## src/rtl/vec_add_if.sv

```systemverilog
// Host and memory-port signal bundle for vec_add_sequencer.
// Handshake: start is honoured only while busyb=1; busyb drops the cycle after accept and
// returns high once done has pulsed. There is no back-pressure on the memory port.
interface vec_add_if #(
  parameter int DW = 64,
  parameter int AW = 4
) ();
  logic          start;
  logic [AW-1:0] len;
  logic [AW-1:0] a_base;
  logic [AW-1:0] b_base;
  logic [AW-1:0] c_base;
  logic [AW-1:0] mem_addr;
  logic          mem_read_enb;
  logic [DW-1:0] mem_data;
  logic          mem_write_enb;
  logic [DW-1:0] res_data;
  logic          busyb;
  logic          done;
  logic          ovf;
  logic [2:0]    dbg_state;

  modport master (
    output start, len, a_base, b_base, c_base, mem_data,
    input  mem_addr, mem_read_enb, mem_write_enb, res_data, busyb, done, ovf, dbg_state
  );

  modport slave (
    input  start, len, a_base, b_base, c_base, mem_data,
    output mem_addr, mem_read_enb, mem_write_enb, res_data, busyb, done, ovf, dbg_state
  );
endinterface

```

## src/rtl/vec_add_sequencer.sv

```systemverilog
// Sequences a single-port memory through read A, read B, add, write C for each element.
// All outputs are decoded from the state register and the job registers.
module vec_add_sequencer #(
  parameter int DW = 64,
  parameter int AW = 4
) (
  input  logic     clk,
  input  logic     rst,
  vec_add_if.slave bus
);

  typedef enum logic [2:0] {
    S_IDLE = 3'd0,
    S_RA   = 3'd1,
    S_RB   = 3'd2,
    S_CAP  = 3'd3,
    S_WR   = 3'd4,
    S_FIN  = 3'd5
  } state_t;

  state_t        state_q, state_d;
  logic [AW-1:0] len_q, a_q, b_q, c_q, i_q;
  logic [AW-1:0] i_next;
  logic [DW-1:0] reg_a, reg_sum;
  logic          ovf_q;
  logic [DW:0]   sum_full;

  assign i_next   = i_q + 1'b1;
  assign sum_full = {1'b0, reg_a} + {1'b0, bus.mem_data};

  always_comb begin
    state_d           = state_q;
    bus.mem_addr      = '0;
    bus.mem_read_enb  = 1'b0;
    bus.mem_write_enb = 1'b0;
    bus.res_data      = '0;
    bus.done          = 1'b0;
    bus.busyb         = 1'b0;
    case (state_q)
      S_IDLE: begin
        bus.busyb = 1'b1;
        if (bus.start) begin
          state_d = (bus.len == '0) ? S_FIN : S_RA;
        end
      end
      S_RA: begin
        bus.mem_addr     = a_q + i_q;
        bus.mem_read_enb = 1'b1;
        state_d          = S_RB;
      end
      S_RB: begin
        bus.mem_addr     = b_q + i_q;
        bus.mem_read_enb = 1'b1;
        state_d          = S_CAP;
      end
      S_CAP: begin
        state_d = S_WR;
      end
      S_WR: begin
        bus.mem_addr      = c_q + i_q;
        bus.mem_write_enb = 1'b1;
        bus.res_data      = reg_sum;
        state_d           = (i_next == len_q) ? S_FIN : S_RA;
      end
      S_FIN: begin
        bus.done = 1'b1;
        state_d  = S_IDLE;
      end
      default: begin
        state_d = S_IDLE;
      end
    endcase
  end

  always_ff @(posedge clk) begin
    if (rst) begin
      state_q <= S_IDLE;
      len_q   <= '0;
      a_q     <= '0;
      b_q     <= '0;
      c_q     <= '0;
      i_q     <= '0;
      reg_a   <= '0;
      reg_sum <= '0;
      ovf_q   <= 1'b0;
    end else begin
      state_q <= state_d;
      case (state_q)
        S_IDLE: begin
          // Snapshot the job; later changes on the inputs are not looked at.
          if (bus.start) begin
            len_q <= bus.len;
            a_q   <= bus.a_base;
            b_q   <= bus.b_base;
            c_q   <= bus.c_base;
            i_q   <= '0;
            ovf_q <= 1'b0;
          end
        end
        S_RB: begin
          reg_a <= bus.mem_data;
        end
        S_CAP: begin
          reg_sum <= sum_full[DW-1:0];
          ovf_q   <= ovf_q | sum_full[DW];
        end
        S_WR: begin
          i_q <= i_next;
        end
        default: begin
        end
      endcase
    end
  end

  assign bus.ovf       = ovf_q;
  assign bus.dbg_state = state_q;

endmodule

```

## src/flat_wrapper.sv

```systemverilog
// flat-port wrapper written by rule: the top's interface ports become plain ports
module vec_add_sequencer_flat 
#(
  parameter int DW = 64,
  parameter int AW = 4
)
  (clk, rst, bus_start, bus_len, bus_a_base, bus_b_base, bus_c_base, bus_mem_data, bus_mem_addr, bus_mem_read_enb, bus_mem_write_enb, bus_res_data, bus_busyb, bus_done, bus_ovf, bus_dbg_state);
  vec_add_if #(.DW(DW), .AW(AW)) bus_i ();
  input  logic clk;
  input  logic rst;
  input wire logic [$bits(bus_i.start)-1:0] bus_start;
  input wire logic [$bits(bus_i.len)-1:0] bus_len;
  input wire logic [$bits(bus_i.a_base)-1:0] bus_a_base;
  input wire logic [$bits(bus_i.b_base)-1:0] bus_b_base;
  input wire logic [$bits(bus_i.c_base)-1:0] bus_c_base;
  input wire logic [$bits(bus_i.mem_data)-1:0] bus_mem_data;
  output wire logic [$bits(bus_i.mem_addr)-1:0] bus_mem_addr;
  output wire logic [$bits(bus_i.mem_read_enb)-1:0] bus_mem_read_enb;
  output wire logic [$bits(bus_i.mem_write_enb)-1:0] bus_mem_write_enb;
  output wire logic [$bits(bus_i.res_data)-1:0] bus_res_data;
  output wire logic [$bits(bus_i.busyb)-1:0] bus_busyb;
  output wire logic [$bits(bus_i.done)-1:0] bus_done;
  output wire logic [$bits(bus_i.ovf)-1:0] bus_ovf;
  output wire logic [$bits(bus_i.dbg_state)-1:0] bus_dbg_state;
  assign bus_i.start = bus_start;
  assign bus_i.len = bus_len;
  assign bus_i.a_base = bus_a_base;
  assign bus_i.b_base = bus_b_base;
  assign bus_i.c_base = bus_c_base;
  assign bus_i.mem_data = bus_mem_data;
  assign bus_mem_addr = bus_i.mem_addr;
  assign bus_mem_read_enb = bus_i.mem_read_enb;
  assign bus_mem_write_enb = bus_i.mem_write_enb;
  assign bus_res_data = bus_i.res_data;
  assign bus_busyb = bus_i.busyb;
  assign bus_done = bus_i.done;
  assign bus_ovf = bus_i.ovf;
  assign bus_dbg_state = bus_i.dbg_state;
  vec_add_sequencer #(.DW(DW), .AW(AW)) u_core (.clk(clk), .rst(rst), .bus(bus_i));
endmodule
```

## config.mk

```make
export PLATFORM = sky130hd
export DESIGN_NAME = vec_add_sequencer_flat
export DESIGN_NICKNAME = d
export VERILOG_FILES = /design/src/rtl/vec_add_if.sv /design/src/rtl/vec_add_sequencer.sv /design/src/flat_wrapper.sv
export SDC_FILE = /design/constraint.sdc
export NUM_CORES = 1
export LEC_CHECK = 0
export BUFFER_PORTS_ARGS = -buffer_cell sky130_fd_sc_hd__buf_2
export CORE_AREA = 2 2 152 191
export DETAILED_ROUTE_END_ITERATION = 8
export DIE_AREA = 0 0 154 193
export HOLD_SLACK_MARGIN = 0.12
export PLACE_DENSITY = 0.63
export SLEW_MARGIN = 15
export SYNTH_ARGS = -nofsm -noshare
export SYNTH_HDL_FRONTEND = slang
export SYNTH_SLANG_ARGS = --single-unit
```

## constraint.sdc

```tcl
create_clock -name clk -period 4.05 [get_ports clk]
set_clock_uncertainty 0.1 [all_clocks]
set_input_delay 0.6075 -clock clk [delete_from_list [all_inputs] [get_ports clk]]
set_output_delay 0.6075 -clock clk [all_outputs]
set_load 0.005 [all_outputs]
```

# --- Word-level counts from Yosys, hierarchy flattened ---
# Cells that the tools add are included.
# W data, S select, Z words.
totals:
  elab_cells: 44
  out_inout_bits: 76
  in_bits: 83
  register_bits: 152
op_classes:
  n_eq_ne: 7
  n_mux: 14
  n_addsub: 5
  bitwise: 1
  n_reduce_logical: 8
op_table:
  columns: ["op", "n"]
  rows:
  - ["$add A64 B64 Y65", 1]
  - ["$mux W64", 1]
  - ["$pmux W3 S5", 1]
  - ["$add A4 B4 Y4", 3]
  - ["$pmux W4 S3", 1]
  - ["$mux W3", 3]
  - ["$pmux W4 S2", 1]
  - ["$eq A3 B2 Y1 const B", 2]
  - ["$eq A3 B3 Y1 const B", 2]
  - ["$reduce_and A2 Y1", 3]
  - ["$mux W1", 5]
  - ["$add A4 B1 Y4 const B", 1]
  - ["$eq A4 B4 Y1", 1]
  - ["$logic_not A4 Y1", 1]
  - ["$mux W4", 1]
  - ["$reduce_bool A2 Y1", 2]
  - ["$eq A3 B1 Y1 const B", 1]
  - ["$logic_not A3 Y1", 1]
  - ["$ne A2 B2 Y1 const B", 1]
  - ["$pmux W1 S2", 1]
  - ["$reduce_or A2 Y1", 1]
  - ["$or A1 B1 Y1", 1]

# --- Depth between registers and ports, before layout ---
# Gate-level depths: netlist (run 1).
logic_depth:
  depth_word: 4
  depth_mapped: 14
  ltp_nobuf: 13

# --- Worst setup path after synthesis (run 1) ---
# OpenSTA, ideal clock, no wires.
synth_path:
  kind: "input to register"
  startpoint: "input port bus_mem_data[0]"
  endpoint: "register u_core.reg_sum[54]"
  stages: 13
  setup_ns: 0.116
  path_slack_ns: 0.307
  arrival_time_ns: 3.527
  t_required_ns: 3.834
  path_buffers: 0
  cell_sequence: "ha_1 fa_1 a211oi_1 o21bai_2 o21ai_1 o31a_1 o31ai_4 a31oi_2 o21ai_2 a31o_1 a21oi_1 mux2_1 a31o_1"
synth_via:
  elab_chain_len: 1
synth_lines:
  columns: ["item", "line", "source"]
  rows:
  - ["start: declaration", "flat_wrapper.sv:16", "input wire logic [$bits(bus_i.mem_data)-1:0] bus_mem_data;"]
  - ["$add A64 B64 Y65", "vec_add_sequencer.sv:29", "assign sum_full = {1'b0, reg_a} + {1'b0, bus.mem_data};"]
  - ["end signal: assignment", "vec_add_sequencer.sv:104", "reg_sum <= sum_full[DW-1:0];"]
  - ["end: declaration", "vec_add_sequencer.sv:24", "logic [DW-1:0] reg_a, reg_sum;"]
# Every way passes these cells.
# A chain may end at the register's enable or synchronous reset.

# --- Worst setup path after layout (run 1) ---
layout_path:
  startpoint: "register u_core.state_q[0] (netlist: u_core.bus.dbg_state[0])"
  endpoint: "output port bus_mem_addr[3]"
layout_via:
  elab_chain_len: 2
  word_cells_on_any_way: 4
  classes_between: "eq/ne (3); mux (1)"
layout_lines:
  columns: ["item", "line", "source"]
  rows:
  - ["start: declaration", "vec_add_sequencer.sv:21", "state_t state_q, state_d;"]
  - ["start signal: assignment", "vec_add_sequencer.sv:87", "state_q <= state_d;"]
  - ["$eq A3 B3 Y1, or another cell as far along", "vec_add_sequencer.sv:39", "case (state_q)"]
  - ["$pmux W4 S3 (*)", "vec_add_sequencer.sv:39", null]
  - ["end: declaration", "flat_wrapper.sv:17", "output wire logic [$bits(bus_i.mem_addr)-1:0] bus_mem_addr;"]
# Every way passes the cells marked *; elsewhere a longest branch is shown, timed or not.

==> impl_metrics.json, run 1 <==
{
  "final-hold-violation-count": 0,
  "drt-initial-drc-count": 469,
  "max_stage_delay_ns": 0.51,
  "cp_slowest_cell": "or3b_2",
  "cts_post_setup_buffers_inserted": 0,
  "final_cell_mix": "nand2_1 (315), a21oi_1 (210), buf_2 (157)",
  "nets": 1570,
  "port_buffers": 158,
  "grt_util_all_layers_pct": 19.0,
  "area_growth_pct": 18.0,
  "antenna_found_initial": 0,
  "cts_buffers": 17,
  "max-clock-path-buffers": 2,
  "die-area_um2": 29700,
  "vias_per_cell": 5.38,
  "reg2reg_slack_ns": 0.49,
  "first_global_vias": 9235,
  "crit_fanout": 12,
  "rr_endpoint": "u_core.reg_sum[54]$_SDFFE_PP0P_",
  "hp-class": "primary input to register",
  "vdd_drop_max_v": 0.000194,
  "ys_seq_area_share_pct": 31.6,
  "grt_max_degree": 91,
  "drc": 0,
  "synth_xor_area_share_pct": 5.65,
  "r2r-start": "u_core.reg_a[0]$_SDFFE_PP0N_",
  "gr-total-overflow": 0,
  "synth_top_flop_cell": "dfxtp_1",
  "grt_pass1_wl_um": 46100,
  "cts_tree": "yes",
  "p_leak_nw": 5.07,
  "pwr_density_cell_nw_per_um2": 378,
  "holdPathStages": 3,
  "critical_path_depth": 10,
  "arrival_ns": 3.03,
  "synth_adder_area_share_pct": 9.26,
  "ys_types": 69,
  "cp_top_family": "simple AND/OR/NAND/NOR gates",
  "setup_violations": 0,
  "worstSetupPathType": "register to primary output",
  "outcome": "completed",
  "period_needed_ns": 3.73,
  "yosys.area.top_type": "dfxtp_1",
  "post-route-period-util_pct": 92.2,
  "syn-num-nets": 1456,
  "ys_top_cells_by_area": "dfxtp_1 (32%), nand2_1 (12%), a21oi_1 (11%)",
  "die_y_um": 193,
  "max_freq_ghz": 0.268,
  "slew_headroom_pct": 33.8,
  "ctsRootBufferMaster": "clkbuf_16",
  "critPathBufInv": 1,
  "holdCritStartpoint": "bus_b_base[2]",
  "cp-end-kind": "primary output",
  "total_power_w": 0.00429,
  "hpwl_um": 20800,
  "postCtsHoldBufs": 0,
  "core_area_um2": 28100,
  "muxShareOfSynthArea_pct": 0.117,
  "synth_compound_area_share_pct": 23.8,
  "ant_nets": 0,
  "wl_per_cell_um": 16.0,
  "async_reset_ff_share_pct": 0,
  "hold_path_end": "u_core.b_q[2]$_SDFFE_PP0P_",
  "crit_required_ns": 3.34,
  "die_width_um": 154,
  "cts-htree-levels": 4,
  "worst_setup_path_start_kind": "register",
  "ctsResizeCount": 0,
  "postSynthCellCount": 1303,
  "fin_setup_tns_ns": 0,
  "final_max_slew_viol_count": 0,
  "drt_wl_total_um": 28500,
  "cts_sinks": 152,
  "yosysTopAreaCellShare_pct": 31.6,
  "ys_ff_latch": 152,
  "synth_edf_count": 0,
  "row_count": 69,
  "first_pass_iters": 5,
  "critical_path.cell_chain": "or3b_2, and3_1, a221o_1, ha_1, a21o_1, a21oi_1, xor2_1, xnor2_1, nor2_1, buf_2",
  "rsz0062_at_grt": "no",
  "syn_avg_cell_area_um2": 7.38,
  "diodes": 0,
  "worst_pin_slew_ns": 0.993,
  "layout_commonest_cell": "nand2_1",
  "start_util_pct": 34.3,
  "cap_viol_max_count": 0,
  "io_pins": 159,
  "synth-simple-area-share_pct": 25.3,
  "synthesis.area_um2": 9620,
  "synth_top_family_by_area": "simple AND/OR/NAND/NOR gates",
  "drive_gt1_share_pct": 16.5,
  "path_clk_slew_ns": 0.07,
  "insertion_delay_ns": 0.44,
  "vias": 9611,
  "yosys_warnings": 0,
  "reg2regPathDepth": 13,
  "gp_congestion": 0.887
}
[layer usage]
layer / wire length, um / track usage (%) / vias to the layer above
li1: - / - / 4797
met1: 12700 / 23.7 / 4512
met2: 13900 / 33.3 / 252
met3: 1170 / 2.44 / 50
met4: 731 / 7.98 / 0
met5: 0 / 0 / -
[registers in the layout, summed over array words and instances (netlist names)]
| name | cells |
|---|---|
| u_core.b_q | 4 |
| u_core.bus.dbg_state | 3 |
| u_core.i_q | 4 |
| u_core.reg_sum | 64 |
| u_core.reg_a | 64 |
| u_core.a_q | 4 |
| u_core.len_q | 4 |
| u_core.bus.ovf | 1 |
| u_core.c_q | 4 |
[logic make-up (layout without fill, tap and decap cells)]
| group | count (synthesis) | count (layout) |
|---|---|---|
| xor+xnor | 62 | 62 |
| buf+inv | 108 | 235 |
| mux | 1 | 1 |
| simple gates | 536 | 536 |
| flops | 152 | 152 |
| fa+ha+maj | 70 | 70 |
| compound gates | 374 | 374 |
[report_power, final]
group | internal [W] | total, W | leakage [nW] | switching, W
sequential | 0.00158 | 0.00163 | 1.23 | 0.0000504
clock | 0.00104 | 0.00173 | 0.291 | 0.000689
combinational | 0.000339 | 0.000936 | 3.55 | 0.000597
[cells in the mapped netlist, types with 4 or more instances]
library cell,number
clkbuf_1,84
nand2_1,315
xor2_1,20
ha_1,68
nand3_1,26
o21a_1,5
a21o_1,32
o21bai_1,16
nor3_1,17
xnor2_1,42
and3_1,72
o21ai_0,30
nor2b_1,8
inv_1,20
nor2_1,45
o21ai_1,13
nor4_1,5
o31ai_1,4
o211ai_1,4
a31oi_1,11
a22o_1,4
dfxtp_1,152
nand4_1,22
a21oi_1,210
a211oi_1,8
[layout make-up]
cell class,instances,area [um^2]
clock buffer,18,429
clock inverter,14,196
fill,2932,16700
inverter,20,75.1
multi-input combinational,1043,6180
sequential,152,3040
tap,355,444
timing repair buffer,183,981
[how the worst max path moves through the flow]
stage | from | end | slack, ns
after global routing | u_core.bus.dbg_state[0]$_SDFFE_PP0P_ | bus_mem_addr[2] | 0.06
after floorplan | bus_mem_data[0] | u_core.reg_sum[54]$_SDFFE_PP0P_ | 0.31
final | u_core.bus.dbg_state[0]$_SDFFE_PP0P_ | bus_mem_addr[3] | 0.32
after detailed placement | bus_mem_data[0] | u_core.reg_sum[54]$_SDFFE_PP0P_ | 0.09
after global placement | bus_mem_data[0] | u_core.reg_sum[54]$_SDFFE_PP0P_ | 0.14
after CTS | u_core.bus.dbg_state[0]$_SDFFE_PP0P_ | bus_mem_addr[3] | 0.29
[metrics by stage]
step                hold slack (ns)  cell area, um^2  util (%)  setup WS [ns]  cells
floorplan                     0.327             9620         -          0.307   1303
global placement              0.336            10700      38.2          0.135   1753
detailed placement            0.340            10700      38.2         0.0858   1753
CTS                           0.291            11400      40.5          0.289   1785
global route                  0.307            11400      40.5         0.0589   1785
finish                        0.303            11400      40.5          0.317   1785
[tightest hold or removal path: cells and delay by family]
kind	cells	cell delay, ns
buffers and inverters	1	0.10
and+or+nand+nor	1	0.05
AOI/OAI and AO/OA	1	0.05
Power figures use the tool's default switching activity.
==> inputs of run 2 (changes only) <==
==> constraint.sdc (replaced) <==
create_clock -name clk -period 4.16 [get_ports clk]
set_clock_uncertainty 0.1 [all_clocks]
set_input_delay 0.624 -clock clk [delete_from_list [all_inputs] [get_ports clk]]
set_output_delay 0.624 -clock clk [all_outputs]
set_load 0.005 [all_outputs]
==> impl_metrics.json, run 2 (synthesis gave the netlist of run 1 again) <==
{
  "place_inst": 1749,
  "max_freq_ghz": 0.257,
  "cts-htree-levels": 4,
  "pwr_density_cell_nw_per_um2": 379,
  "reg2reg_slack_ns": 0.58,
  "cts_tree": "yes",
  "core_area_um2": 28100,
  "netSwitchingPower_w": 0.00129,
  "grt_util_all_layers_pct": 18.9,
  "insertion_delay_ns": 0.44,
  "first_global_vias": 9059,
  "layout_commonest_cell": "nand2_1",
  "drt_wl_total_um": 28500,
  "fin_util_pct": 40.5,
  "antenna_found_initial": 0,
  "worst_setup_path_start_kind": "register",
  "hp-class": "primary input to register",
  "ctsRootBufferMaster": "clkbuf_16",
  "first_pass_iters": 4,
  "final-hold-violation-count": 0,
  "period_needed_ns": 3.89,
  "ctsResizeCount": 0,
  "path_clk_slew_ns": 0.06,
  "drc": 0,
  "vias": 9540,
  "cp_slowest_cell": "dfxtp_1",
  "cts_sinks": 152,
  "critical_path.cell_chain": "nor2_4, nand2_1, inv_1, a221o_1, ha_1, a21o_1, a21oi_1, xor2_1, xnor2_1, nor2_1, buf_2",
  "cap_viol_max_count": 0,
  "area_growth_pct": 18.3,
  "max_stage_delay_ns": 0.62,
  "grt_max_degree": 91,
  "drive_gt1_share_pct": 16.2,
  "start_util_pct": 34.3,
  "gr-total-overflow": 0,
  "max-clock-path-buffers": 2,
  "p_sw_share_pct": 29.9,
  "postCtsHoldBufs": 0,
  "final_cells": 1781,
  "die_y_um": 193,
  "row_count": 69,
  "crit_fanout": 12,
  "crit_required_ns": 3.44,
  "port_buffers": 158,
  "vias_per_cell": 5.36,
  "worstSetupPathType": "register to primary output",
  "top_regs": "u_core.reg_a (64), u_core.reg_sum (64)",
  "fill_cells": 2947,
  "outcome": "completed",
  "die-area_um2": 29700,
  "slew_headroom_pct": 32.6,
  "rsz0062_at_grt": "no",
  "critPathBufInv": 2,
  "setup_violations": 0,
  "die_width_um": 154,
  "post-route-period-util_pct": 93.5,
  "drt-initial-drc-count": 612,
  "dpl_cell_area_um2": 10700,
  "wl_per_cell_um": 16.0,
  "hpwl_um": 20500,
  "cp-end-kind": "primary output",
  "final_area_um2": 11400,
  "grt_pass1_wl_um": 45900,
  "p_leak_nw": 5.09,
  "io_pins": 159,
  "final_max_slew_viol_count": 0,
  "clkPwrFrac_pct": 42.2,
  "ant_nets": 0,
  "final_cell_mix": "nand2_1 (315), a21oi_1 (210), buf_2 (157)",
  "p_seq_share_pct": 36.8,
  "arrival_ns": 3.17,
  "comb_power_share_pct": 21.0,
  "vdd_drop_max_v": 0.000219,
  "internal-power_w": 0.00302,
  "diodes": 0,
  "fin_setup_tns_ns": 0,
  "cts_post_setup_buffers_inserted": 0,
  "cp_top_family": "compound AO/OA/AOI/OAI gates",
  "worst_pin_slew_ns": 1.01,
  "seq_area_um2": 3040,
  "multiInputGateArea_um2": 6180,
  "cts_buffers": 17,
  "nets": 1566,
  "gp_congestion": 0.897
}
[run 2: cell types whose count changed in the layout (fill, tap and decap cells not counted)]
cell	change
inv_6	-1
clkinv_4	+1
buf_4	-4
clkinvlp_4	-3
clkinv_2	-1
bufinv_16	+2
clkbuf_8	+2
clkbuf_1	+1
inv_8	-1
[run 2: area by class of cell]
cell class | instances | area share (%)
clock buffer | 21 | 4.05
timing repair buffer | 179 | 8.36
sequential | 152 | 26.8
inverter | 20 | 0.660
tap | 355 | 3.90
multi-input combinational | 1043 | 54.4
clock inverter | 11 | 1.91
[run 2: routing by layer]
layer	GRT usage [%]	vias up	wire length (um)
met1	23.8	4449	12700
li1	-	4785	-
met3	3.24	51	1280
met4	7.05	0	747
met2	32.5	255	13800
met5	0	-	0
[run 2: worst paths after layout]
check	startpoint	to	depth (start not counted)
setup / recovery	u_core.bus.dbg_state[0]$_SDFFE_PP0P_	bus_mem_addr[3]	11
hold / removal	bus_b_base[2]	u_core.b_q[2]$_SDFFE_PP0P_	3
setup reg to reg	u_core.reg_a[0]$_SDFFE_PP0N_	u_core.reg_sum[54]$_SDFFE_PP0P_	13
hold reg to reg	u_core.reg_sum[12]$_SDFFE_PP0P_	u_core.reg_sum[12]$_SDFFE_PP0P_	2
[run 2: metrics by stage]
step / setup WS (ns) / hold slack [ns] / power [W]
final: 0.271 / 0.327 / 0.00431
after floorplan: 0.401 / 0.327 / 0.00224
after CTS: 0.244 / 0.317 / 0.00434
after global placement: 0.192 / 0.337 / 0.00251
after global routing: 0.0539 / 0.328 / 0.00451
after detailed placement: 0.126 / 0.341 / 0.00252
[run 2: tightest hold or removal path: stages]
cell     delay [ns]
buf_2          0.10
nand2_1        0.05
a21oi_1        0.05
[run 2: power by group through the flow]
stage / Sequential, W / Combinational (W) / Clock, W
CTS: 0.00159 / 0.000906 / 0.00184
global route: 0.00160 / 0.00101 / 0.00191
finish: 0.00159 / 0.000907 / 0.00182
floorplan: 0.00160 / 0.000645 / 0
detailed placement: 0.00162 / 0.000899 / 0
global placement: 0.00162 / 0.000896 / 0
